$ cat src/rtl/sgr_sequence_parser_pkg.sv
// Shared command, state and byte definitions for the SGR sequence parser.
package sgr_sequence_parser_pkg;

    typedef enum logic [1:0] {
        INIT_PN,
        EMIT_PN,
        SGR,
        SGR0
    } CommandsType;

    typedef enum logic [1:0] {
        S_IDLE,
        S_ESC,
        S_PARAM,
        S_IGNORE
    } SgrParserState_t;

    localparam logic [7:0] ASCII_ESC      = 8'h1B;
    localparam logic [7:0] ASCII_LBRACKET = 8'h5B;
    localparam logic [7:0] ASCII_SEMI     = 8'h3B;
    localparam logic [7:0] ASCII_M        = 8'h6D;
    localparam logic [7:0] ASCII_CAN      = 8'h18;
    localparam logic [7:0] ASCII_SUB      = 8'h1A;

endpackage

$ cat src/rtl/sgr_sequence_parser_if.sv
// Byte input and command/character output bundle of the SGR parser.
interface sgr_sequence_parser_if;
    import sgr_sequence_parser_pkg::*;

    logic        inValid;
    logic [7:0]  inData;
    logic        inReady;
    logic        commandReady;
    CommandsType commandType;
    logic [7:0]  Pns;
    logic        charReady;
    logic [7:0]  charData;

    modport master (
        output inValid, inData,
        input  inReady, commandReady, commandType, Pns,
        input  charReady, charData
    );

    modport slave (
        input  inValid, inData,
        output inReady, commandReady, commandType, Pns,
        output charReady, charData
    );

endinterface

$ cat src/rtl/sgr_sequence_parser_pn_accumulator.sv
// Decimal parameter accumulator: acc = min(255, acc*10 + digit).
module pn_accumulator (
    input  logic       clk,
    input  logic       rst,
    input  logic       clr_i,
    input  logic       load_i,
    input  logic [3:0] digit_i,
    output logic [7:0] acc_o
);

    logic [7:0]  acc_q;
    logic [7:0]  acc_d;
    logic [11:0] sum;

    always_comb begin
        sum   = 12'(acc_q) * 12'd10 + 12'(digit_i);
        acc_d = acc_q;
        if (clr_i) begin
            acc_d = '0;
        end else if (load_i) begin
            acc_d = (sum > 12'd255) ? 8'hFF : sum[7:0];
        end
    end

    always_ff @(posedge clk or posedge rst) begin
        if (rst) begin
            acc_q <= '0;
        end else begin
            acc_q <= acc_d;
        end
    end

    assign acc_o = acc_q;

endmodule

$ cat src/rtl/sgr_sequence_parser.sv
// Recognises ESC [ Pn ; ... m and issues parameter/SGR commands;
// other bytes pass through on the character port.
module sgr_sequence_parser
    import sgr_sequence_parser_pkg::*;
#(
    parameter int MAX_PN = 16
) (
    input  logic                 clk,
    input  logic                 rst,
    sgr_sequence_parser_if.slave sgr_if
);

    localparam int            CW      = $clog2(MAX_PN + 1);
    localparam logic [CW-1:0] LAST_PN = CW'(MAX_PN - 1);

    SgrParserState_t state_q;
    logic [CW-1:0]   count_q;
    logic            has_digits_q;
    logic            cmd_valid_q;
    CommandsType     cmd_type_q;
    logic [7:0]      pns_q;
    logic            char_valid_q;
    logic [7:0]      char_data_q;

    logic [7:0] b;
    logic [7:0] acc;
    logic       in_ready;
    logic       accept;
    logic       acc_clr;
    logic       acc_load;
    logic       is_ctl;
    logic       is_abort;
    logic       is_digit;
    logic       is_final;
    logic       is_inter;

    assign b        = sgr_if.inData;
    assign in_ready = !(cmd_valid_q &&
                        (cmd_type_q == SGR || cmd_type_q == SGR0));
    assign accept   = sgr_if.inValid && in_ready;

    assign is_ctl   = (b < 8'h20);
    assign is_abort = (b == ASCII_CAN) || (b == ASCII_SUB);
    assign is_digit = (b >= 8'h30) && (b <= 8'h39);
    assign is_final = (b >= 8'h40) && (b <= 8'h7E);
    // ':' sub-parameter separators are not supported, so they discard too
    assign is_inter = ((b >= 8'h20) && (b <= 8'h2F)) ||
                      ((b >= 8'h3A) && (b <= 8'h3F) && (b != ASCII_SEMI));

    always_comb begin
        acc_clr  = 1'b0;
        acc_load = 1'b0;
        if (accept && !is_ctl) begin
            if (state_q == S_ESC) begin
                acc_clr = (b == ASCII_LBRACKET);
            end
            if (state_q == S_PARAM) begin
                acc_clr  = (b == ASCII_SEMI) || (b == ASCII_M);
                acc_load = is_digit;
            end
        end
    end

    pn_accumulator u_acc (
        .clk     (clk),
        .rst     (rst),
        .clr_i   (acc_clr),
        .load_i  (acc_load),
        .digit_i (b[3:0]),
        .acc_o   (acc)
    );

    always_ff @(posedge clk or posedge rst) begin
        if (rst) begin
            state_q      <= S_IDLE;
            count_q      <= '0;
            has_digits_q <= 1'b0;
            cmd_valid_q  <= 1'b0;
            cmd_type_q   <= SGR0;
            pns_q        <= '0;
            char_valid_q <= 1'b0;
            char_data_q  <= '0;
        end else begin
            cmd_valid_q  <= 1'b0;
            char_valid_q <= 1'b0;
            if (accept) begin
                if (state_q == S_IDLE) begin
                    if (b == ASCII_ESC) begin
                        state_q <= S_ESC;
                    end else begin
                        char_valid_q <= 1'b1;
                        char_data_q  <= b;
                    end
                end else if (is_abort) begin
                    state_q <= S_IDLE;
                end else if (b == ASCII_ESC) begin
                    state_q <= S_ESC;
                end else if (is_ctl) begin
                    char_valid_q <= 1'b1;
                    char_data_q  <= b;
                end else begin
                    case (state_q)
                        S_ESC: begin
                            if (b == ASCII_LBRACKET) begin
                                state_q      <= S_PARAM;
                                count_q      <= '0;
                                has_digits_q <= 1'b0;
                                cmd_valid_q  <= 1'b1;
                                cmd_type_q   <= INIT_PN;
                                pns_q        <= '0;
                            end else begin
                                state_q <= S_IDLE;
                            end
                        end
                        S_PARAM: begin
                            if (is_digit) begin
                                has_digits_q <= 1'b1;
                            end else if (b == ASCII_SEMI) begin
                                has_digits_q <= 1'b1;
                                if (count_q == LAST_PN) begin
                                    state_q <= S_IGNORE;
                                end else begin
                                    count_q     <= count_q + CW'(1);
                                    cmd_valid_q <= 1'b1;
                                    cmd_type_q  <= EMIT_PN;
                                    pns_q       <= acc;
                                end
                            end else if (b == ASCII_M) begin
                                state_q     <= S_IDLE;
                                cmd_valid_q <= 1'b1;
                                cmd_type_q  <= has_digits_q ? SGR : SGR0;
                                pns_q       <= has_digits_q ? acc : 8'h00;
                            end else if (is_inter) begin
                                state_q <= S_IGNORE;
                            end else if (is_final) begin
                                state_q <= S_IDLE;
                            end
                        end
                        S_IGNORE: begin
                            if (is_final) begin
                                state_q <= S_IDLE;
                            end
                        end
                        default: state_q <= S_IDLE;
                    endcase
                end
            end
        end
    end

    assign sgr_if.inReady      = in_ready;
    assign sgr_if.commandReady = cmd_valid_q;
    assign sgr_if.commandType  = cmd_type_q;
    assign sgr_if.Pns          = pns_q;
    assign sgr_if.charReady    = char_valid_q;
    assign sgr_if.charData     = char_data_q;

endmodule
$ cat src/flat_wrapper.sv
// flat-port wrapper written by rule: the top's interface ports become plain ports
module sgr_sequence_parser_flat import sgr_sequence_parser_pkg::*;
#(
    parameter int MAX_PN = 16
)
  (clk, rst, sgr_if_inValid, sgr_if_inData, sgr_if_inReady, sgr_if_commandReady, sgr_if_commandType, sgr_if_Pns, sgr_if_charReady, sgr_if_charData);
  sgr_sequence_parser_if sgr_if_i ();
  input  logic clk;
  input  logic rst;
  input wire logic [$bits(sgr_if_i.inValid)-1:0] sgr_if_inValid;
  input wire logic [$bits(sgr_if_i.inData)-1:0] sgr_if_inData;
  output wire logic [$bits(sgr_if_i.inReady)-1:0] sgr_if_inReady;
  output wire logic [$bits(sgr_if_i.commandReady)-1:0] sgr_if_commandReady;
  output wire logic [$bits(sgr_if_i.commandType)-1:0] sgr_if_commandType;
  output wire logic [$bits(sgr_if_i.Pns)-1:0] sgr_if_Pns;
  output wire logic [$bits(sgr_if_i.charReady)-1:0] sgr_if_charReady;
  output wire logic [$bits(sgr_if_i.charData)-1:0] sgr_if_charData;
  assign sgr_if_i.inValid = sgr_if_inValid;
  assign sgr_if_i.inData = sgr_if_inData;
  assign sgr_if_inReady = sgr_if_i.inReady;
  assign sgr_if_commandReady = sgr_if_i.commandReady;
  assign sgr_if_commandType = sgr_if_i.commandType;
  assign sgr_if_Pns = sgr_if_i.Pns;
  assign sgr_if_charReady = sgr_if_i.charReady;
  assign sgr_if_charData = sgr_if_i.charData;
  sgr_sequence_parser #(.MAX_PN(MAX_PN)) u_core (.clk(clk), .rst(rst), .sgr_if(sgr_if_i));
endmodule
$ cat config.mk
export PLATFORM = sky130hd
export DESIGN_NAME = sgr_sequence_parser_flat
export DESIGN_NICKNAME = d
export VERILOG_FILES = /design/src/rtl/sgr_sequence_parser_pkg.sv /design/src/rtl/sgr_sequence_parser_if.sv /design/src/rtl/sgr_sequence_parser_pn_accumulator.sv /design/src/rtl/sgr_sequence_parser.sv /design/src/flat_wrapper.sv
export SDC_FILE = /design/constraint.sdc
export NUM_CORES = 1
export LEC_CHECK = 0
export CAP_MARGIN = 20
export CORE_MARGIN = 1.5
export CORE_UTILIZATION = 56
export DETAILED_ROUTE_END_ITERATION = 7
export GPL_TIMING_DRIVEN = 0
export HOLD_SLACK_MARGIN = 0.03
export MAX_ROUTING_LAYER = met4
export PLACE_DENSITY = 0.79
export SLEW_MARGIN = 20
export SYNTH_ARGS = -nofsm -noshare
export SYNTH_HDL_FRONTEND = slang
export SYNTH_HIERARCHICAL = 1
export SYNTH_SLANG_ARGS = --single-unit
$ cat constraint.sdc
create_clock -name clk -period 3.3 [get_ports clk]
set_input_delay 0.825 -clock clk [delete_from_list [all_inputs] [get_ports clk]]
set_output_delay 0.825 -clock clk [all_outputs]
set_load 0.02 [all_outputs]
==> results by stage <==
Final layout:
- The area of combinational cells with multiple inputs is 0.001443 mm².
- From synthesis to final layout, the design area changed by 19.19%.
- The final instance area is 0.002945 mm².
- The number of nets in the layout is 321.
- Cells fill 71.57% of the core in the end.
- The filler cell count in the final layout is 330.
- The total area of sequential cells is 903.4 µm².
- The antenna diode count is 0.
- The ratio of cells with drive above 1 in the final layout is 12.15%.

Power and ir drop:
- The leakage power is 1.299 nW.
- The total net switching power is 0.5611 mW.
- The part of the power in the clock network is 23.5%.
- The internal power of the cells totals 1.096 mW.
- Of the total power, the share spent switching nets is 33.86%.
- The areal power density over the cells is 562.7 mW/mm².
- VDD sags by at most 0.3619 mV.
- The share of total power in sequential cells is 37.4%.
- The portion of total power attributed to combinational logic is 39.1%.

Timing:
- Measured against its own limit, the worst slew margin works out to 56.75%.
- The number of endpoints with negative hold slack in the final report is 0.
- Across the routed clock network, the largest skew measured is 0.003283 ns.
- The post-route worst hold slack is 0.4724 ns.
- The fmax is 334.6 MHz.
- The share of the clock period used by the worst path is 90.56%.
- The slew of the pin with the lowest slew margin is 0.6324 ns.
- The final number of setup-violating endpoints is 0.
- Setup repair after global routing left no endpoint under its margin.
- The worst path needs 2.989 ns of the cycle, external delays included.
- The final-report max-slew violation count is 0.

Floorplan:
- The initial cell density of the core is 60.05%.
- The number of top-level design ports is 32.
- The horizontal die dimension is 69.43 µm.
- The floorplan die height is 69.43 µm.
- The number of core rows is 23.
- The total core area is 0.004115 mm².
- The die covers 0.004821 mm².

Synth:
- The most frequent cell after synthesis is sky130_fd_sc_hd__dfrtp_1.
- Of the post-synthesis cell area, the dominant cell type holds 34.43%.
- Each instance of the synthesized netlist takes up on average 9.884 µm².
- Synthesis inferred 36 register bits.
- The synthesized netlist occupies a cell area of 0.002471 mm².
- By area the synthesized netlist is led by sky130_fd_sc_hd__dfrtp_1, sky130_fd_sc_hd__ha_1, sky130_fd_sc_hd__mux2i_1.
- The number of flops mapped to enable cells by yosys is 0.
- sky130_fd_sc_hd__dfrtp_1 takes more of the synthesized area than any other cell.
- After technology mapping, the gate count stands at 250.
- Synthesis instantiated 62 different standard cells from the library.
- The share of the Yosys chip area taken by registers is 36.56%.
- The Yosys step of the flow raised 6 warnings.
- The net count after synthesis is 284.
- The fraction of registers with async set/reset is 100.0%.
- By count the netlist is led by sky130_fd_sc_hd__dfrtp_1, sky130_fd_sc_hd__inv_1, sky130_fd_sc_hd__ha_1.
- For this run, the leading register cell type out of synthesis is sky130_fd_sc_hd__dfrtp_1.

Detailed routing:
- The number of search-and-repair iterations in the first detailed-routing pass is 4.
- Detailed routing placed a total of 278 µm of wire on met3.
- The amount of wire on met2 after detailed routing is 2222 µm.
- The ratio of routed vias to standard cells is 5.879.
- The highest metal layer used by the detailed router is met4.
- For this block, the initial DRC count from the detailed router was 139.
- In the final routing, the length of wire on met1 measures 2446 µm.
- For this run, design rule violations remaining after detail routing come to 0.
- The detailed-route wire length is 5011 µm.
- The mean routed wirelength per cell is 14.83 µm.
- Detailed routing inserted a total of 1987 vias.
- The number of nets with antenna violations after routing is 0.

Global routing:
- The global routing usage summed across all routing layers is 23.71%.
- The first global-routing pass estimated 9004 µm of wire.
- The total overflow reported by the global router is 0.
- The number of antenna violations at the first check in global routing is 0.
- The via count of the first global-routing pass came to 1943.
- The maximum number of pins on one net before global-route repair is 29.

Critical path:
- The slowest library cell on the worst path is sky130_fd_sc_hd__clkdlybuf4s50_1.
- In this run the worst path has a maximum fanout of 11.
- The length in cells of the worst reg-to-reg path is 7.
- The worst setup path is launched from an input pin.
- The source of the critical timing path is sgr_if_inData[2].
- The largest single stage delay on the critical path is 0.61 ns.
- The endpoint identified for the worst register-to-register timing path is u_core/u_acc/acc_o[3].
- Traced cell by cell, the critical path runs through clkdlybuf4s50_1 > o21ai_1 > nand3_1 > nor2_1 > buf_4 > nor4b_1 > o21a_1 > a311oi_1.
- The launch point of the worst reg-to-reg path is u_core/u_acc/acc_o[1].
- In this run the worst setup path terminates at u_core/u_acc/acc_o[3].
- The critical path in this run is classified as in2reg.
- The required time at the worst-slack endpoint is 3.44 ns.
- The data arrival time of the critical path is 3.13 ns.
- The setup slack of the worst register-to-register path is 0.32 ns.
- The worst setup path is captured at a flip-flop.

Clock network:
- The number of setup buffers added after CTS is 0.
- The clock insertion delay at the later pin of the skew report is 0.29 ns.
- The buffer type at the clock tree root is sky130_fd_sc_hd__clkbuf_8.
- Buffers inserted during clock tree synthesis total 5.
- The CTS tree is yes.
- The buffer levels on the longest clock path is 2.
- The clock-pin slew reported for the worst setup and hold paths after clock tree synthesis is 0.07 ns.
- The number of clock sinks is 36.
- The H-tree depth is 2.

Run status:
- The flow ran to the end, and the final reports show no timing, DRC or antenna violations.

Place:
- The quantity of I/O buffers inserted on ports is 30.
- The post-detailed-placement cell area is 0.002834 mm².
- At the end of routability-driven placement, the weighted congestion stood at 0.8810.
- Detailed placement ended at an HPWL of 3762 µm.

Job:
- The number of maximum-capacitance violations is 0.

Min path:
- The path class of the lowest-slack min-delay path is reg2reg.
-- worst min path at each step --
stage                     slack (ns)                           end  cells after the start                         start
after detailed placement        0.46  u_core/sgr_if.commandType[0]                      2  u_core/sgr_if.commandType[0]
final                           0.47  u_core/sgr_if.commandType[0]                      2  u_core/sgr_if.commandType[0]
after global routing            0.50  u_core/sgr_if.commandType[0]                      2  u_core/sgr_if.commandType[0]
after floorplan                 0.48             u_core/count_q[4]                      2             u_core/count_q[4]
after CTS                       0.48  u_core/sgr_if.commandType[0]                      2  u_core/sgr_if.commandType[0]
after global placement          0.46  u_core/sgr_if.commandType[0]                      2  u_core/sgr_if.commandType[0]
-- kinds of logic after synthesis --
| group | share of synthesized area (%) |
|---|---|
| flip-flops | 36.56 |
| AND/OR/NAND/NOR | 20.00 |
| AO/OA/AOI/OAI | 16.10 |
| XOR/XNOR | 1.772 |
| buffers and inverters | 5.063 |
| multiplexers | 8.253 |
| adder cells (fa/ha/maj) | 12.25 |
-- cell usage in the layout, fill, tap and decap left out, types with 8 or more instances in the layout --
| master | netlist | layout |
|---|---|---|
| sky130_fd_sc_hd__a21oi_1 | 9 | 9 |
| sky130_fd_sc_hd__a311oi_1 | 8 | 8 |
| sky130_fd_sc_hd__clkdlybuf4s50_1 | 0 | 30 |
| sky130_fd_sc_hd__dfrtp_1 | 34 | 34 |
| sky130_fd_sc_hd__ha_1 | 21 | 21 |
| sky130_fd_sc_hd__inv_1 | 24 | 23 |
| sky130_fd_sc_hd__mux2_2 | 8 | 8 |
| sky130_fd_sc_hd__mux2i_1 | 10 | 10 |
| sky130_fd_sc_hd__nand2_1 | 20 | 20 |
| sky130_fd_sc_hd__nor2_1 | 17 | 17 |
| sky130_fd_sc_hd__o21ai_0 | 16 | 15 |
-- registers in the layout, summed over array words and instances, names as in the netlist --
| name | flops |
|---|---|
| u_core/state_q | 2 |
| u_core/u_acc/acc_o | 8 |
| u_core/sgr_if.charReady | 1 |
| u_core/count_q | 5 |
| u_core/sgr_if.charData | 8 |
| u_core/sgr_if.commandReady | 1 |
| u_core/sgr_if.Pns | 8 |
| u_core/has_digits_q | 1 |
| u_core/sgr_if.commandType | 2 |
-- repair_timing --
item                                    CTS  global route
endpoints found under the setup margin    0             8
hold buffers                              0             0
resized for setup                         0             1
-- cell type report --
type	count	share of cell area (%)
tap	50	2.124
clock inverter	3	1.444
multi-input combinational	184	48.98
buffer	6	1.189
sequential	36	30.67
timing repair buffer	30	10.20
inverter	24	3.059
clock buffer	5	2.336
-- power groups by stage --
stage / combinational (mW) / sequential [mW] / clock, mW
finish: 0.648 / 0.620 / 0.389
global route: 0.693 / 0.640 / 0.424
CTS: 0.653 / 0.621 / 0.401
detailed placement: 0.648 / 0.628 / 0
global placement: 0.643 / 0.623 / 0
floorplan: 0.245 / 0.755 / 0
-- worst max-delay path, delay by kind of cell --
family,cells,cell delay [ns]
buf+inv,2,0.78
simple gates,3,0.64
compound gates,3,0.88
-- routing by layer --
metal	vias up	GRT usage, %
met1	939	33.46
met3	7	5.523
met5	-	-
li1	987	-
met2	54	34.08
met4	0	7.190
-- stage by stage --
step | total power [mW] | std cells | TNS [ns] | setup WS [ns]
2_1_floorplan | 1.000 | 250 | 0 | 0.6556
5_1_grt | 1.757 | 338 | 0 | 0.06559
3_5_place_dp | 1.276 | 330 | -0.4283 | -0.07731
3_3_place_gp | 1.267 | 330 | 0 | 0.01382
6_report | 1.657 | 338 | 0 | 0.3114
4_1_cts | 1.675 | 338 | 0 | 0.1714
Power figures use the tool's default switching activity.
